--- src/rtl/compa_seq_ctrl.sv ---
// -----------------------------------------------------------------------------
// compa_seq_ctrl
//   Laser comparator threshold sequencer. Walks a table of SEG_NUM threshold
//   codes, one entry every CYC_CNT clocks, and sends each code to the serial
//   DAC driver over a valid/ready handshake. A one-shot boot write and a host
//   override (both on channel B) are arbitrated with the segment writes.
//   Also reports the max/min of the table.
//
// Ports
//   clk, rst       system clock, synchronous active-high reset
//   tbl_data       new table, entry i = bits [i*DA_W +: DA_W]
//   tbl_load       one-cycle strobe, captures tbl_data
//   laser_enable   0 = segment writes carry code 0
//   ovr_code       channel-B override code
//   ovr_we         one-cycle strobe, requests an override write
//   dac_ready      driver accepts a word when dac_ready && dac_set
//   dac_value      {ch, 3'b0, code left-justified in 12 bits}
//   dac_set        word valid
//   seg_idx        index of the segment most recently requested
//   cycle_done     one-cycle pulse when seg_idx wraps to 0
//   dac_max/min    max/min table entry
//   drop_cnt       segment requests lost to overrun, saturating
//
// Arbiter states
//   state  | meaning
//   S_IDLE | no word in flight; grant boot > ovr > seg
//   S_SEND | dac_value/dac_set held until dac_ready
//   S_GAP  | one dead cycle after a transfer
// -----------------------------------------------------------------------------
module compa_seq_ctrl #(
    parameter int SEG_NUM   = 9,
    parameter int DA_W      = 10,
    parameter int CODE_W    = 8,
    parameter int CYC_CNT   = 813,
    parameter int BOOT_DLY  = 870,
    parameter int BOOT_CODE = 155,
    parameter logic [SEG_NUM*DA_W-1:0] INIT_TABLE =
        {10'd123, 10'd143, 10'd162, 10'd181, 10'd200,
         10'd191, 10'd172, 10'd152, 10'd133}
) (
    input  logic                     clk,
    input  logic                     rst,
    input  logic [SEG_NUM*DA_W-1:0]  tbl_data,
    input  logic                     tbl_load,
    input  logic                     laser_enable,
    input  logic [CODE_W-1:0]        ovr_code,
    input  logic                     ovr_we,
    input  logic                     dac_ready,
    output logic [15:0]              dac_value,
    output logic                     dac_set,
    output logic [4:0]               seg_idx,
    output logic                     cycle_done,
    output logic [DA_W-1:0]          dac_max,
    output logic [DA_W-1:0]          dac_min,
    output logic [7:0]               drop_cnt
);

    localparam int TW = $clog2(CYC_CNT);
    localparam int BW = $clog2(BOOT_DLY + 1);
    localparam int SW = $clog2(SEG_NUM + 1);

    function automatic logic [DA_W-1:0] tbl_ext(input logic [SEG_NUM*DA_W-1:0] t,
                                                input logic want_max);
        logic [DA_W-1:0] r;
        r = t[DA_W-1:0];
        for (int i = 1; i < SEG_NUM; i++) begin
            if (want_max ? (t[i*DA_W +: DA_W] > r) : (t[i*DA_W +: DA_W] < r))
                r = t[i*DA_W +: DA_W];
        end
        return r;
    endfunction

    function automatic logic [11:0] justify(input logic [CODE_W-1:0] c);
        logic [11:0] r;
        r = '0;
        r[11 -: CODE_W] = c;
        return r;
    endfunction

    localparam logic [DA_W-1:0] INIT_MAX = tbl_ext(INIT_TABLE, 1'b1);
    localparam logic [DA_W-1:0] INIT_MIN = tbl_ext(INIT_TABLE, 1'b0);

    typedef enum logic [1:0] {S_IDLE, S_SEND, S_GAP} state_t;

    state_t                    state;
    logic [SEG_NUM*DA_W-1:0]   tbl;
    logic [TW-1:0]             tmr;
    logic [BW-1:0]             boot_cnt;
    logic                      boot_done, boot_pend;
    logic                      ovr_pend, seg_pend;
    logic [CODE_W-1:0]         ovr_lat, seg_code;
    logic                      scan_busy;
    logic [SW-1:0]             scan_i;
    logic [DA_W-1:0]           run_max, run_min;

    logic                      tick, boot_evt;
    logic                      boot_req, ovr_req, seg_req;
    logic                      grant_boot, grant_ovr, grant_seg;
    logic [4:0]                seg_nxt;
    logic [CODE_W-1:0]         tick_code, ovr_word, seg_word;
    logic [DA_W-1:0]           scan_ent;

    assign tick      = (tmr == TW'(CYC_CNT - 1));
    assign boot_evt  = !boot_done && (boot_cnt == BW'(BOOT_DLY - 1));
    assign seg_nxt   = (seg_idx == 5'(SEG_NUM - 1)) ? 5'd0 : seg_idx + 5'd1;
    assign tick_code = laser_enable ? tbl[seg_nxt*DA_W +: CODE_W] : '0;
    assign scan_ent  = tbl[scan_i*DA_W +: DA_W];

    // Fresh events bypass their pend flag so an idle arbiter answers a tick
    // in one clock; an already-pending request always goes out first.
    assign boot_req   = boot_pend | boot_evt;
    assign ovr_req    = ovr_pend | ovr_we;
    assign seg_req    = seg_pend | tick;
    assign grant_boot = (state == S_IDLE) && boot_req;
    assign grant_ovr  = (state == S_IDLE) && !boot_req && ovr_req;
    assign grant_seg  = (state == S_IDLE) && !boot_req && !ovr_req && seg_req;
    assign ovr_word   = ovr_pend ? ovr_lat : ovr_code;
    assign seg_word   = seg_pend ? seg_code : tick_code;

    always_ff @(posedge clk) begin
        if (rst) begin
            tmr        <= '0;
            seg_idx    <= 5'(SEG_NUM - 1);
            cycle_done <= 1'b0;
            seg_pend   <= 1'b0;
            seg_code   <= '0;
            drop_cnt   <= '0;
            boot_cnt   <= '0;
            boot_done  <= 1'b0;
            boot_pend  <= 1'b0;
            ovr_pend   <= 1'b0;
            ovr_lat    <= '0;
        end else begin
            tmr        <= tick ? '0 : tmr + TW'(1);
            cycle_done <= 1'b0;
            if (tick) begin
                seg_idx    <= seg_nxt;
                cycle_done <= (seg_nxt == 5'd0);
            end

            // Tick sent straight through leaves nothing pending; otherwise the
            // new code is latched, and overwriting an unsent code is a drop.
            if (tick && !(grant_seg && !seg_pend)) begin
                seg_pend <= 1'b1;
                seg_code <= tick_code;
                if (seg_pend && !grant_seg && drop_cnt != 8'hFF)
                    drop_cnt <= drop_cnt + 8'd1;
            end else if (grant_seg) begin
                seg_pend <= 1'b0;
            end

            if (ovr_we && !(grant_ovr && !ovr_pend)) begin
                ovr_pend <= 1'b1;
                ovr_lat  <= ovr_code;
            end else if (grant_ovr) begin
                ovr_pend <= 1'b0;
            end

            if (!boot_done) begin
                boot_cnt <= boot_cnt + BW'(1);
                if (boot_evt) begin
                    boot_done <= 1'b1;
                    boot_pend <= !grant_boot;
                end
            end else if (grant_boot) begin
                boot_pend <= 1'b0;
            end
        end
    end

    // Table capture and one-entry-per-clock max/min scan; results are
    // published together once the whole table has been visited.
    always_ff @(posedge clk) begin
        if (rst) begin
            tbl       <= INIT_TABLE;
            scan_busy <= 1'b0;
            scan_i    <= '0;
            run_max   <= '0;
            run_min   <= '0;
            dac_max   <= INIT_MAX;
            dac_min   <= INIT_MIN;
        end else if (tbl_load) begin
            tbl       <= tbl_data;
            scan_busy <= 1'b1;
            scan_i    <= '0;
        end else if (scan_busy) begin
            if (scan_i == SW'(SEG_NUM)) begin
                dac_max   <= run_max;
                dac_min   <= run_min;
                scan_busy <= 1'b0;
            end else begin
                if (scan_i == '0 || scan_ent > run_max) run_max <= scan_ent;
                if (scan_i == '0 || scan_ent < run_min) run_min <= scan_ent;
                scan_i <= scan_i + SW'(1);
            end
        end
    end

    always_ff @(posedge clk) begin
        if (rst) begin
            state     <= S_IDLE;
            dac_value <= '0;
            dac_set   <= 1'b0;
        end else begin
            case (state)
                S_IDLE: begin
                    if (grant_boot) begin
                        dac_value <= {1'b1, 3'b000, justify(CODE_W'(BOOT_CODE))};
                        dac_set   <= 1'b1;
                        state     <= S_SEND;
                    end else if (grant_ovr) begin
                        dac_value <= {1'b1, 3'b000, justify(ovr_word)};
                        dac_set   <= 1'b1;
                        state     <= S_SEND;
                    end else if (grant_seg) begin
                        dac_value <= {1'b0, 3'b000, justify(seg_word)};
                        dac_set   <= 1'b1;
                        state     <= S_SEND;
                    end
                end
                S_SEND: begin
                    if (dac_ready) begin
                        dac_set <= 1'b0;
                        state   <= S_GAP;
                    end
                end
                S_GAP:   state <= S_IDLE;
                default: state <= S_IDLE;
            endcase
        end
    end

endmodule

--- config.mk ---
export PLATFORM = sky130hd
export DESIGN_NAME = compa_seq_ctrl
export DESIGN_NICKNAME = d
export VERILOG_FILES = /design/src/rtl/compa_seq_ctrl.sv
export SDC_FILE = /design/constraint.sdc
export NUM_CORES = 1
export LEC_CHECK = 0
export CAP_MARGIN = 20
export CORE_ASPECT_RATIO = 0.9
export CORE_MARGIN = 2
export CORE_UTILIZATION = 53
export CTS_CLUSTER_DIAMETER = 100
export DETAILED_ROUTE_END_ITERATION = 10
export GPL_ROUTABILITY_DRIVEN = 0
export PLACE_DENSITY = 0.79
export SYNTH_ARGS = -nofsm -noshare
export SYNTH_HDL_FRONTEND = slang
export SYNTH_SLANG_ARGS = --single-unit
--- constraint.sdc ---
create_clock -name clk -period 3.8 [get_ports clk]
set_input_delay 0.76 -clock clk [delete_from_list [all_inputs] [get_ports clk]]
set_output_delay 0.76 -clock clk [all_outputs]
set_load 0.05 [all_outputs]
==> impl_metrics.yaml <==
clock_network:
  cts_tree: "done"
  cts_sinks: 201
  numCtsBuffers: 21
  clkTransAtPathRegs_ns: 0.06
  cts-root-buf: "clkbuf_16"
  h-tree-depth: 1
  clk_latency_ns: 0.50
  clockBufferDepth: 3
synth:
  synthCells: 1082
  avgSynthCellArea_um2: 9.18
  synth-seq-cells: 201
  async_reset_ff_share_pct: 0
  synth.distinct_cells: 75
  synth_warnings: 0
  synth_edf_count: 0
  synth-main-ff-cell: "dfxtp_1"
  seq_area_frac_synth_pct: 40.5
  synthesis.area_mm2: 0.00993
detailed_routing:
  wire_per_inst_um: 17.7
  routed_via_density: 5.70
  antenna_left: 0
  post-route-drc-count: 0
  drt_iter0_drc: 671
  wirelength_mm: 25.9
  drt_first_pass_iters: 5
  vias: 8357
setup_path:
  cp-end-kind: "register"
  regToRegSetupSlack_ns: 0.37
  rr_worst_depth: 12
  arrival_ns: 3.79
  reg2reg_to: "run_min[7]"
  path_class: "reg -> reg"
  crit_path_max_fanout: 16
  start_kind: "register"
  worstPathRequired_ns: 4.16
  critPathSlowestCell: "o31ai_1"
  path_cells: "buf_4 > mux2_2 > o22ai_1 > o31ai_1 > ha_1 > nand4_1 > or3_1 > o221ai_1 > o31ai_4 > buf_4 > mux2i_1 > nor2_1"
  reg2reg_from: "scan_i[0]"
  cpPeakStageDelay_ns: 0.64
  cp_common_cell: "buf_4"
finish:
  nets: 1341
  drive_gt1_share_pct: 7.77
  final_cell_mix: "200 x dfxtp_1, 148 x nor2_1, 145 x clkdlybuf4s50_1"
  final_common_cell: "dfxtp_1"
  diodes: 0
  stdcell_count: 1467
  syn_to_final_growth_pct: 24.0
sta:
  fin_crit_ns: 3.43
  finalMaxSlewViolations: 0
  rsz0062_at_grt: "no"
  slew_headroom_pct: 36.7
  skew_ns: 0.0106
  finalSetupTns_ns: 0
  fin_crit_sh_pct: 90.3
  tightest_slew_ns: 0.949
  setup_viol: 0
  fmax_mhz: 291
  hold_viol_final: 0
hold_path:
  holdPathEnd: "dac_max[8]"
  min-delay-start: "dac_max[8]"
  holdPathStages: 2
  hold_path.class: "reg -> reg"
floorplan:
  initial_core_util_pct: 54.0
  die_area_mm2: 0.0199
  die_h_um: 134
  io_pins: 155
  core_area_mm2: 0.0184
  num_rows: 47
  die_w_um: 148
place:
  place_inst: 1430
  port_buffers: 147
  dp_hpwl_mm: 18.9
grt:
  grt_max_degree: 60
  antenna_found_initial: 0
  grt_pass1_vias: 7893
  grt_pass1_wl_mm: 40.9
  grt.overflow.total: 0
  track_usage_pct: 25.3
status:
  status: "finished, final reports clean"
power_and_ir_drop:
  power.leakage_uw: 0.00494
  p_per_area_mw_per_mm2: 420
  vdd.ir_drop.worst_v: 0.000297
flow_run:
  maxCapViolCount: 0
[cell families after synthesis]
| kind of cell | after synthesis | share of synthesized area (%) |
|---|---|---|
| and+or+nand+nor | 388 | 18.0 |
| DFF | 201 | 40.5 |
| AOI/OAI and AO/OA | 167 | 11.6 |
| muxes | 160 | 19.0 |
| buffers and inverters | 108 | 4.70 |
| adders and majority gates | 30 | 3.75 |
| xor gates and xnor gates | 27 | 2.38 |
| other | 1 | 0.0378 |
[registers in the layout (all words and copies together), names as in the netlist, 2 cells and up]
signal     flops
tbl           90
run_min       10
drop_cnt       8
boot_cnt      10
scan_i         4
dac_min       10
state          2
dac_max       10
dac_value      9
tmr           10
ovr_lat        8
run_max       10
seg_code       8
seg_idx        5
[power breakdown]
part           switching [µW]  internal, µW  leakage [µW]
combinational             363           332       0.00294
sequential               91.4          2200       0.00165
clock                     837          1340      0.000355
total                    1290          3880       0.00494
[synth_stat cells (5+ instances only)]
cell	n	area share (%)
buf_2	7	0.35
xor2_1	20	1.8
nand2_1	123	4.6
mux2i_1	134	14
a221oi_1	5	0.44
and2_1	5	0.31
nand3_1	18	0.91
nor3_1	11	0.55
buf_1	6	0.23
mux4_2	12	2.7
o21ai_0	21	1.1
o31ai_1	11	0.83
ha_1	29	3.7
buf_4	10	0.76
mux2_2	6	0.68
o211ai_1	11	0.83
or3_1	5	0.31
inv_1	37	1.4
nand4_1	21	1.3
nor2b_1	7	0.44
nand2b_1	17	1.1
clkbuf_1	45	1.7
o22ai_1	16	1.0
a21oi_1	52	2.6
dfxtp_1	201	41
a2bb2oi_1	5	0.44
and3_1	6	0.38
mux4_1	8	2.1
a211oi_1	7	0.53
nor2_1	148	5.6
xnor2_1	7	0.62
[per-stage QoR]
stage	total power [µW]	hold WS (ns)	instance area [µm²]	util (%)	worst slack [ns]
CTS	5190	0.455	12300	66.9	0.237
global route	5350	0.479	12300	66.9	0.127
detailed placement	3020	0.444	11600	62.9	0.252
floorplan	2760	0.425	9960	-	0.684
global placement	3000	0.437	11600	62.9	0.326
finish	5170	0.454	12300	66.9	0.369
[final cells by class]
type / count / area (µm²)
clock buffer: 26 / 574
clock inverter: 11 / 163
fill: 1425 / 6090
inverter: 38 / 143
multi-input combinational: 779 / 5480
sequential: 201 / 4030
tap: 245 / 307
timing repair buffer: 167 / 1630
[what timing repair did]
action                     CTS  global route
hold endpoints to repair     0             0
hold buffers                 0             0
buffers inserted             0             0
setup endpoints to repair    0             9
resized for setup            0             1
[critical path: cells and delay by family, from the launching register on]
family / cells / cell delay (ns)
multiplexers: 2 / 0.34
AO/OA/AOI/OAI: 4 / 1.13
flip-flops: 1 / 0.49
buffers and inverters: 2 / 0.48
AND/OR/NAND/NOR: 3 / 0.59
adder cells (fa/ha/maj): 1 / 0.25
[worst max-delay path by stage]
stage                          from  slack [ns]         end  cells after the start
after floorplan           scan_i[0]        0.68  run_min[6]                     15
after global placement    scan_i[0]        0.33  run_max[1]                     10
after detailed placement  scan_i[0]        0.25  run_max[2]                     13
after CTS                 scan_i[0]        0.24  run_max[2]                     13
after global routing      scan_i[0]        0.13  run_max[4]                     13
final                     scan_i[0]        0.37  run_min[7]                     12
[layer usage]
layer	vias to the layer above	GRT usage [%]	routed length, µm
met2	333	40.1	12000
met5	-	0	0
met4	0	7.88	776
met3	64	4.39	1740
met1	3901	35.3	11400
li1	4059	-	-
(Power assumes the default switching activity.)
